==> src/rtl/riscv_mem_pkg.sv <==
// Shared definitions for the RV32I memory stage: funct3 encodings, byte enables,
// FSM states and access-size helpers.
package riscv_mem_pkg;

    localparam logic [2:0] F3_B  = 3'b000;
    localparam logic [2:0] F3_H  = 3'b001;
    localparam logic [2:0] F3_W  = 3'b010;
    localparam logic [2:0] F3_BU = 3'b100;
    localparam logic [2:0] F3_HU = 3'b101;

    localparam logic [3:0] BE_BYTE = 4'b0001;
    localparam logic [3:0] BE_HALF = 4'b0011;
    localparam logic [3:0] BE_WORD = 4'b1111;

    typedef enum logic {
        IDLE,
        WAIT
    } memState_t;

    typedef enum logic [1:0] {
        SZ_BYTE,
        SZ_HALF,
        SZ_WORD
    } accSize_t;

    // Stores only know SB/SH/SW, so the unsigned load encodings fall back to word.
    function automatic accSize_t accessSize(input logic [2:0] funct3, input logic isStore);
        accSize_t size;
        case (funct3)
            F3_B:    size = SZ_BYTE;
            F3_H:    size = SZ_HALF;
            F3_BU:   size = isStore ? SZ_WORD : SZ_BYTE;
            F3_HU:   size = isStore ? SZ_WORD : SZ_HALF;
            default: size = SZ_WORD;
        endcase
        return size;
    endfunction

    function automatic logic [3:0] storeByteEnable(input accSize_t size, input logic [1:0] off);
        logic [3:0] be;
        case (size)
            SZ_BYTE: be = BE_BYTE << off;
            SZ_HALF: be = BE_HALF << {off[1], 1'b0};
            default: be = BE_WORD;
        endcase
        return be;
    endfunction

    function automatic logic isMisaligned(input accSize_t size, input logic [1:0] off);
        logic mis;
        case (size)
            SZ_HALF: mis = off[0];
            SZ_WORD: mis = |off;
            default: mis = 1'b0;
        endcase
        return mis;
    endfunction

endpackage

==> src/rtl/load_align.sv <==
// Picks the addressed byte/half out of a read word and sign- or zero-extends it.
module load_align
    import riscv_mem_pkg::*;
(
    input  logic [31:0] rdata,
    input  logic [1:0]  off,
    input  logic [2:0]  funct3,
    output logic [31:0] data
);

    logic [7:0]  byteSel;
    logic [15:0] halfSel;

    // Halves only look at off[1]; the low address bit is ignored for them.
    always_comb begin
        byteSel = rdata[{off, 3'b000} +: 8];
        halfSel = off[1] ? rdata[31:16] : rdata[15:0];
        case (funct3)
            F3_B:    data = {{24{byteSel[7]}}, byteSel};
            F3_BU:   data = {24'b0, byteSel};
            F3_H:    data = {{16{halfSel[15]}}, halfSel};
            F3_HU:   data = {16'b0, halfSel};
            default: data = rdata;
        endcase
    end

endmodule

==> src/rtl/memory_cycle.sv <==
// RV32I memory stage: data-memory handshake, store lane steering, load alignment
// and the MEM/WB register. Define MEMCYCLE_MISALIGN_TRAP_EN to trap misaligned accesses.
module memory_cycle
    import riscv_mem_pkg::*;
#(
    parameter int ADDR_W = 32,
    parameter int DATA_W = 32
)
(
    input  logic              clk,
    input  logic              rst,
    input  logic              RegWriteM,
    input  logic              MemWriteM,
    input  logic              ResultSrcM,
    input  logic [4:0]        RD_M,
    input  logic [2:0]        Funct3M,
    input  logic [31:0]       PCPlus4M,
    input  logic [31:0]       ALU_ResultM,
    input  logic [31:0]       WriteDataM,
    output logic              dmem_req,
    output logic              dmem_we,
    output logic [ADDR_W-1:0] dmem_addr,
    output logic [3:0]        dmem_be,
    output logic [DATA_W-1:0] dmem_wdata,
    input  logic              dmem_ready,
    input  logic [DATA_W-1:0] dmem_rdata,
    output logic              StallM,
    output logic              RegWriteW,
    output logic              ResultSrcW,
    output logic [4:0]        RDW,
    output logic [31:0]       PCPlus4W,
    output logic [31:0]       ALU_ResultW,
`ifdef MEMCYCLE_MISALIGN_TRAP_EN
    output logic              misaligned_excW,
`endif
    output logic [31:0]       ReadDataW
);

    memState_t   state;
    memState_t   stateNext;

    logic        acc;
    logic        misaligned;
    logic        issue;
    accSize_t    liveSize;
    logic [1:0]  liveOff;
    logic [3:0]  liveBe;
    logic [31:0] liveWdata;

    logic        reqWe;
    logic [31:0] reqAddr;
    logic [3:0]  reqBe;
    logic [31:0] reqWdata;
    logic [2:0]  reqFunct3;

    logic [31:0] curAddr;
    logic [2:0]  curFunct3;
    logic [31:0] loadData;

    assign acc = MemWriteM | ResultSrcM;

    // Bus fields as they would be issued straight from the M-stage inputs.
    always_comb begin
        liveSize = accessSize(Funct3M, MemWriteM);
        liveOff  = ALU_ResultM[1:0];
        liveBe   = MemWriteM ? storeByteEnable(liveSize, liveOff) : BE_WORD;
        case (liveSize)
            SZ_BYTE: liveWdata = {4{WriteDataM[7:0]}};
            SZ_HALF: liveWdata = {2{WriteDataM[15:0]}};
            default: liveWdata = WriteDataM;
        endcase
    end

`ifdef MEMCYCLE_MISALIGN_TRAP_EN
    assign misaligned = acc & isMisaligned(liveSize, liveOff);
`else
    assign misaligned = 1'b0;
`endif

    assign issue = acc & ~misaligned;

    always_ff @(posedge clk) begin
        if (rst) begin
            state <= IDLE;
        end else begin
            state <= stateNext;
        end
    end

    // While waiting, the bus is driven from the copy taken at request rise so it
    // cannot move before the memory answers.
    always_comb begin
        stateNext  = state;
        dmem_req   = 1'b0;
        dmem_we    = MemWriteM;
        curAddr    = ALU_ResultM;
        curFunct3  = Funct3M;
        dmem_be    = liveBe;
        dmem_wdata = liveWdata;
        StallM     = 1'b0;
        case (state)
            IDLE: begin
                dmem_req = issue;
                if (issue && !dmem_ready) begin
                    StallM    = 1'b1;
                    stateNext = WAIT;
                end
            end
            WAIT: begin
                dmem_req   = 1'b1;
                dmem_we    = reqWe;
                curAddr    = reqAddr;
                curFunct3  = reqFunct3;
                dmem_be    = reqBe;
                dmem_wdata = reqWdata;
                StallM     = ~dmem_ready;
                if (dmem_ready) begin
                    stateNext = IDLE;
                end
            end
            default: stateNext = IDLE;
        endcase
    end

    assign dmem_addr = ADDR_W'({curAddr[31:2], 2'b00});

    always_ff @(posedge clk) begin
        if (state == IDLE && issue && !dmem_ready) begin
            reqWe     <= MemWriteM;
            reqAddr   <= ALU_ResultM;
            reqBe     <= liveBe;
            reqWdata  <= liveWdata;
            reqFunct3 <= Funct3M;
        end
    end

    load_align u_loadAlign (
        .rdata  (dmem_rdata),
        .off    (curAddr[1:0]),
        .funct3 (curFunct3),
        .data   (loadData)
    );

    // A stalled edge pushes a bubble into writeback; the remaining fields simply hold.
    always_ff @(posedge clk) begin
        if (rst) begin
            RegWriteW       <= 1'b0;
            ResultSrcW      <= 1'b0;
            RDW             <= 5'd0;
            PCPlus4W        <= 32'd0;
            ALU_ResultW     <= 32'd0;
            ReadDataW       <= 32'd0;
`ifdef MEMCYCLE_MISALIGN_TRAP_EN
            misaligned_excW <= 1'b0;
`endif
        end else if (StallM) begin
            RegWriteW       <= 1'b0;
            ResultSrcW      <= 1'b0;
            RDW             <= 5'd0;
`ifdef MEMCYCLE_MISALIGN_TRAP_EN
            misaligned_excW <= 1'b0;
`endif
        end else begin
            RegWriteW       <= RegWriteM & ~misaligned;
            ResultSrcW      <= ResultSrcM;
            RDW             <= RD_M;
            PCPlus4W        <= PCPlus4M;
            ALU_ResultW     <= ALU_ResultM;
            ReadDataW       <= loadData;
`ifdef MEMCYCLE_MISALIGN_TRAP_EN
            misaligned_excW <= misaligned;
`endif
        end
    end

endmodule

==> config.mk <==
export PLATFORM = sky130hd
export DESIGN_NAME = memory_cycle
export DESIGN_NICKNAME = d
export VERILOG_FILES = /design/src/rtl/riscv_mem_pkg.sv /design/src/rtl/load_align.sv /design/src/rtl/memory_cycle.sv
export SDC_FILE = /design/constraint.sdc
export NUM_CORES = 1
export LEC_CHECK = 0
export CORE_MARGIN = 3
export CORE_UTILIZATION = 44
export CTS_BUF_LIST = sky130_fd_sc_hd__clkbuf_8
export CTS_CLUSTER_DIAMETER = 120
export DETAILED_ROUTE_END_ITERATION = 6
export HOLD_SLACK_MARGIN = 0.05
export PLACE_DENSITY = 0.82
export SLEW_MARGIN = 20
export SYNTH_ARGS = -nofsm -noshare
export SYNTH_HDL_FRONTEND = slang
export SYNTH_SLANG_ARGS = --single-unit
==> constraint.sdc <==
create_clock -name clk -period 7.76 [get_ports clk]
set_input_delay 1.164 -clock clk [delete_from_list [all_inputs] [get_ports clk]]
set_output_delay 1.164 -clock clk [all_outputs]
set_load 0.1 [all_outputs]
# Word level (Yosys, flattened, before mapping)
# Cells that the tools add are included.
# Widths: inputs -> output; s select.
# totals
romBits,0
n_memories,0
ram_bits,0
ff_bits,176
latch_bits,0
in_bits,142
output_inout_bits,174
word_cells,51
# op_classes
addsub,0
mux,18
n_div,0
magnitude_cmp,0
multipliers,0
n_reduce_logical,8
n_shift,3
n_bitwise,3
n_eq_ne,7
# op_table
cell,count
$pmux 32 s4,1
$mux 32,2
$pmux 32 s2,1
$shiftx 32x6->8,1
$mux 16,1
$eq 3x3->1 const B,4
$mux 4,2
$pmux 2 s4,1
$pmux 4 s2,1
$eq 3x1->1 const B,2
$logic_not 3->1,2
$pmux 1 s2,3
$mux 2,2
$shl 1x2->4 const A,1
$shl 2x2->4 const A,1
$logic_and 1x1->1,3
$mux 1,3
$mux 3,1
$eq 2x1->1 const B,1
$logic_not 2->1,1
$not 1->1,2
$reduce_or 2->1,1
$logic_not 1->1,1
$or 1x1->1,1

# Depth between registers and ports, before layout
# depth
depth_word,6
mapped_depth,8
depth_no_buf,6

# By module
# Synthesis repeated with hierarchy kept, for this count alone.
# unflattened
hier_cells,591
area_unflattened_um2,7790.0
# by_module_without_submodules
module,seq_area_each_um2,cells_per_inst,area_each_um2,n_inst
memory_cycle,4244.1,495,6944.2,1
load_align,0.0,96,845.8,1

# Worst setup path before layout
# Ideal clock, no wire load.
# synth_path
kind,input to register
from,in dmem_ready
to,reg reqAddr[0] (enable)
path_buffers,0
stages,1
setup_slack_ns,1.072
arrival_time_ns,6.098
setup_ns,0.590
required_time_ns,7.170
path_cell_list,nor3_1
# synth_between
elab_chain_len,2
# synth_lines
item,line_no,rtl
"start, declared",memory_cycle.sv:25,"input logic dmem_ready,"
$logic_not 1->1,memory_cycle.sv:128,if (state == IDLE && issue && !dmem_ready) begin
$logic_and 1x1->1,memory_cycle.sv:128,
"end signal, assigned",memory_cycle.sv:130,reqAddr <= ALU_ResultM;
"end, declared",memory_cycle.sv:51,logic [31:0] reqAddr;
# No other way between the ends.
# A chain may end at the register's enable or synchronous reset.

# Worst setup path after layout
# layout_path
from,in Funct3M[0]
to,out dmem_wdata[13]
# layout_between
elab_chain_len,5
elab_cells_between_ends,9
cone_classes,eq/ne (4); mux (3); reduce/logical (2)
# layout_lines
item,line_no,rtl
"start, declared",memory_cycle.sv:16,"input logic [2:0] Funct3M,"
"$eq 3x3->1, or another cell as far along",riscv_mem_pkg.sv:29,case (funct3)
$pmux 2 s4 *,riscv_mem_pkg.sv:29,
$eq 2x1->1 / $logic_not 2->1 (equally long branches),memory_cycle.sv:67,case (liveSize)
$pmux 32 s2 *,memory_cycle.sv:67,
via liveWdata[13],memory_cycle.sv:48,logic [31:0] liveWdata;
$mux 32 *,memory_cycle.sv:101,case (state)
"end, declared",memory_cycle.sv:24,"output logic [DATA_W-1:0] dmem_wdata,"
# The timed path passes the listed nets; every way through them passes the cells marked *.

==> summary.md <==
| Metric | Value |
|---|---|
| Hold_buf cts | `0` |
| Mux share of post-synthesis cell area | `0.159` |
| Async S/R FF share, synth | `0` |
| Worst EP arrival | `4.53 ns` |
| Final hold viol count | `0` |
| Clock Tree Root | `clkbuf_8` |
| Num CTS Buffers | `17` |
| IO Count | `roughly 320` |
| Number of synthesized flops with an enable pin | `72` |
| Core box area | `16,700 um^2` |
| Die ar. | `18,800 um^2` |
| RSZ-0062 raised after global routing | `false` |
| Drt first pass iters | `5` |
| Post-Synth XOR/XNOR Area | `0` |
| Switch share | `0.402` |
| Final wirelength | `approximately 23,000 um` |
| Share of layout cells above drive strength 1 | `0.152` |
| Adder-Cell Fraction of Synth Area | `0` |
| Diode count | `0` |
| Post-Syn Instances | `about 700` |
| Dominant synthesized flop cell | `dfxtp_1` |
| Worst-Margin Slew | `about 1.1 ns` |
| Register share of total power | `0.405` |
| Leak Pwr | `~4.1 nW` |
| Run status | `finished clean` |
| Placed instance area | `roughly 11,000 um^2` |
| Max-cap viol count | `0` |
| Nets@finish | `around 1,100` |
| GPL Wtd Cong | `about 0.83` |
| Post_cts resized | `0` |
| Final ANT Viol Nets | `0` |
| Netlist cell types | `47` |
| CTS clock-pin slew for the worst setup and hold paths | `around 0.1 ns` |
| Number of remaining DRC errors | `0` |
| Seq/Total Area, Yosys | `0.562` |
| Total gr overflow | `0` |
| Cell area power density | `approximately 230 nW/um^2` |
| Setup Crit Path Kind | `in -> out` |
| Final Skew | `between 0.01 and 0.015 ns` |
| Internal power | `about 0.0016 W` |
| Post-Synthesis Cell Area | `between 7000 and 8000 um^2` |
| I/O Buffers | `around 310` |
| H-tree depth reported by CTS | `4` |
| Yosys warnings | `0` |
| Switching pwr | `about 0.0011 W` |
| Clock Power Share | `0.240` |
| Tmin final | `5.69 ns` |
| Main combinational cell family by area after synthesis | `multiplexers` |
| First-pass GRT wire length | `around 34,000 um` |
| Power share of the combinational group | `0.355` |
| Crit Path Max Fanout | `16` |
| Clock Path Buffers | `2` |
| DR WL/cell | `around 19 um` |
| Synth Area in Compound Gates | `0.125` |
| Post-Synth Simple-Gate Area | `0.119` |
| Initial Utilization | `0.452` |
| Most common cell after layout, fill and taps aside | `clkdlybuf4s50_1` |
| Vias per cell | `5.23` |
| Postcts setup bufs | `0` |
| Largest net degree at the start of global routing | `95` |
| Worst vdd ir | `0.130 mV` |
| Hpwl dp | `16,100 um` |
| Fill cell count | `about 1,300` |
| Final Setup Violations | `0` |
| Area delta synth->final | `47.7%` |
| DR vias | `roughly 6,400` |
| Vias in the first global route | `roughly 6,300` |
| Die height | `137 um` |
| Register bit count reported by yosys | `roughly 180` |
| Final Util | `0.668` |
| Sum Neg Setup Slack | `0 ns` |
| Most frequent cells in the layout | `312 x clkdlybuf4s50_1, 135 x nand2_1, 103 x dfxtp_1` |
| GRT Total Usage | `0.236` |
| Tightest Hold Check Type | `reg -> reg` |
| Fmax | `0.176 GHz` |
| Clock latency on the worst-skew pair | `around 0.46 ns` |
| Data required, critical path | `6.60 ns` |
| Startpoint Class | `input pin` |
| Row count | `between 40 and 50` |
| Max Slew Vio Count | `0` |
| Relative slew margins | `0.265` |
| Syn Area/Cell | `10.8 um^2` |
| Clock sink count | `roughly 180` |
| Chip Width | `~140 um` |
| Antenna violations before repair | `0` |
| Finished Cell Area | `~11,000 um^2` |
| Period Utilization, post-route | `0.734` |
| CTS tree | `done` |
| Worst setup EP type | `output pin` |
| DRT iter0 DRCs | `roughly 400` |
## flip-flops by register name, summed over array words and instances, names as in the netlist
register,flops
state,1
ResultSrcW,1
PCPlus4W,32
ALU_ResultW,32
reqWe,1
reqAddr,32
reqWdata,32
reqFunct3,3
reqBe,4
RegWriteW,1
ReadDataW,32
RDW,5
## Yosys cell counts (2+ instances only)
library cell	n	area, um^2
a211oi_1	10	75.1
a21oi_1	94	470
a22oi_1	7	52.6
a31oi_1	3	18.8
and2_1	7	43.8
and3_1	16	100
buf_1	6	22.5
buf_2	15	75.1
buf_4	6	45.0
buf_6	3	33.8
clkbuf_1	19	71.3
dfxtp_1	104	2080
edfxtp_1	72	2160
inv_1	2	7.51
mux2_2	89	1000
mux2i_1	14	140
nand2_1	135	507
nand2b_1	2	12.5
nor2_1	29	109
nor2_4	2	22.5
nor2b_1	3	18.8
nor3_1	3	15.0
nor3b_1	2	15.0
o21ai_0	20	100
o21ai_2	11	96.3
o22ai_1	4	25.0
## layout make-up
type / count / area (um^2) / area share
clock buffers: 17 / 234 / 0.0210
clock inverters: 15 / 145 / 0.0130
inverters: 3 / 11.3 / 0.00101
multi-input cells: 472 / 3060 / 0.275
flip-flops and latches: 176 / 4250 / 0.381
well taps: 220 / 275 / 0.0247
repair buffers: 319 / 3180 / 0.285
## metrics by stage
stage                     std cells  hold slack, ns  total power, W  worst slack, ns
after floorplan                 700           0.699         0.00175             1.07
after global placement         1190           0.433         0.00201             2.13
after detailed placement       1190           0.443         0.00201             2.09
after CTS                      1222           0.455         0.00264             2.08
after global routing           1222           0.470         0.00271             1.92
final                          1222           0.453         0.00262             2.07
## power groups by stage
stage,registers [W],logic [W],clock network [W]
2_1_floorplan,0.00134,0.000412,0
6_report,0.00106,0.000931,0.000629
3_3_place_gp,0.00108,0.000926,0
4_1_cts,0.00106,0.000935,0.000640
3_5_place_dp,0.00108,0.000932,0
5_1_grt,0.00107,0.000963,0.000678
## layer usage
metal / routed length (um) / track usage / part of all wire
met5: 0 / 0 / 0
met4: 479 / 0.0826 / 0.021
met3: 1730 / 0.0669 / 0.076
met2: 11600 / 0.401 / 0.51
met1: 8870 / 0.287 / 0.39
## cell families (layout without fill, tap and decap cells)
group	after synthesis	after routing
and+or+nand+nor	206	206
muxes	106	106
AOI/OAI and AO/OA	158	158
other	1	2
DFF	176	176
buffers and inverters	52	354
## critical path: stages
cell,delay (ns)
clkdlybuf4s50_1,0.85
nor2b_1,0.84
mux2_2,0.43
mux2_2,0.27
clkdlybuf4s50_1,0.97
## worst paths after layout
| path | slack [ns] | end | from | cells past startpoint |
|---|---|---|---|---|
| max | 2.07 | dmem_wdata[13] | Funct3M[0] | 5 |
| min | 0.45 | ALU_ResultW[18]$_SDFFE_PP0N_ | ALU_ResultW[18]$_SDFFE_PP0N_ | 2 |
| max reg2reg | 4.41 | ReadDataW[18]$_SDFFE_PP0N_ | state$_SDFF_PP0_ | 5 |
| min reg2reg | 0.45 | ALU_ResultW[18]$_SDFFE_PP0N_ | ALU_ResultW[18]$_SDFFE_PP0N_ | 2 |
No activity file was read; power rests on OpenSTA's default activity.
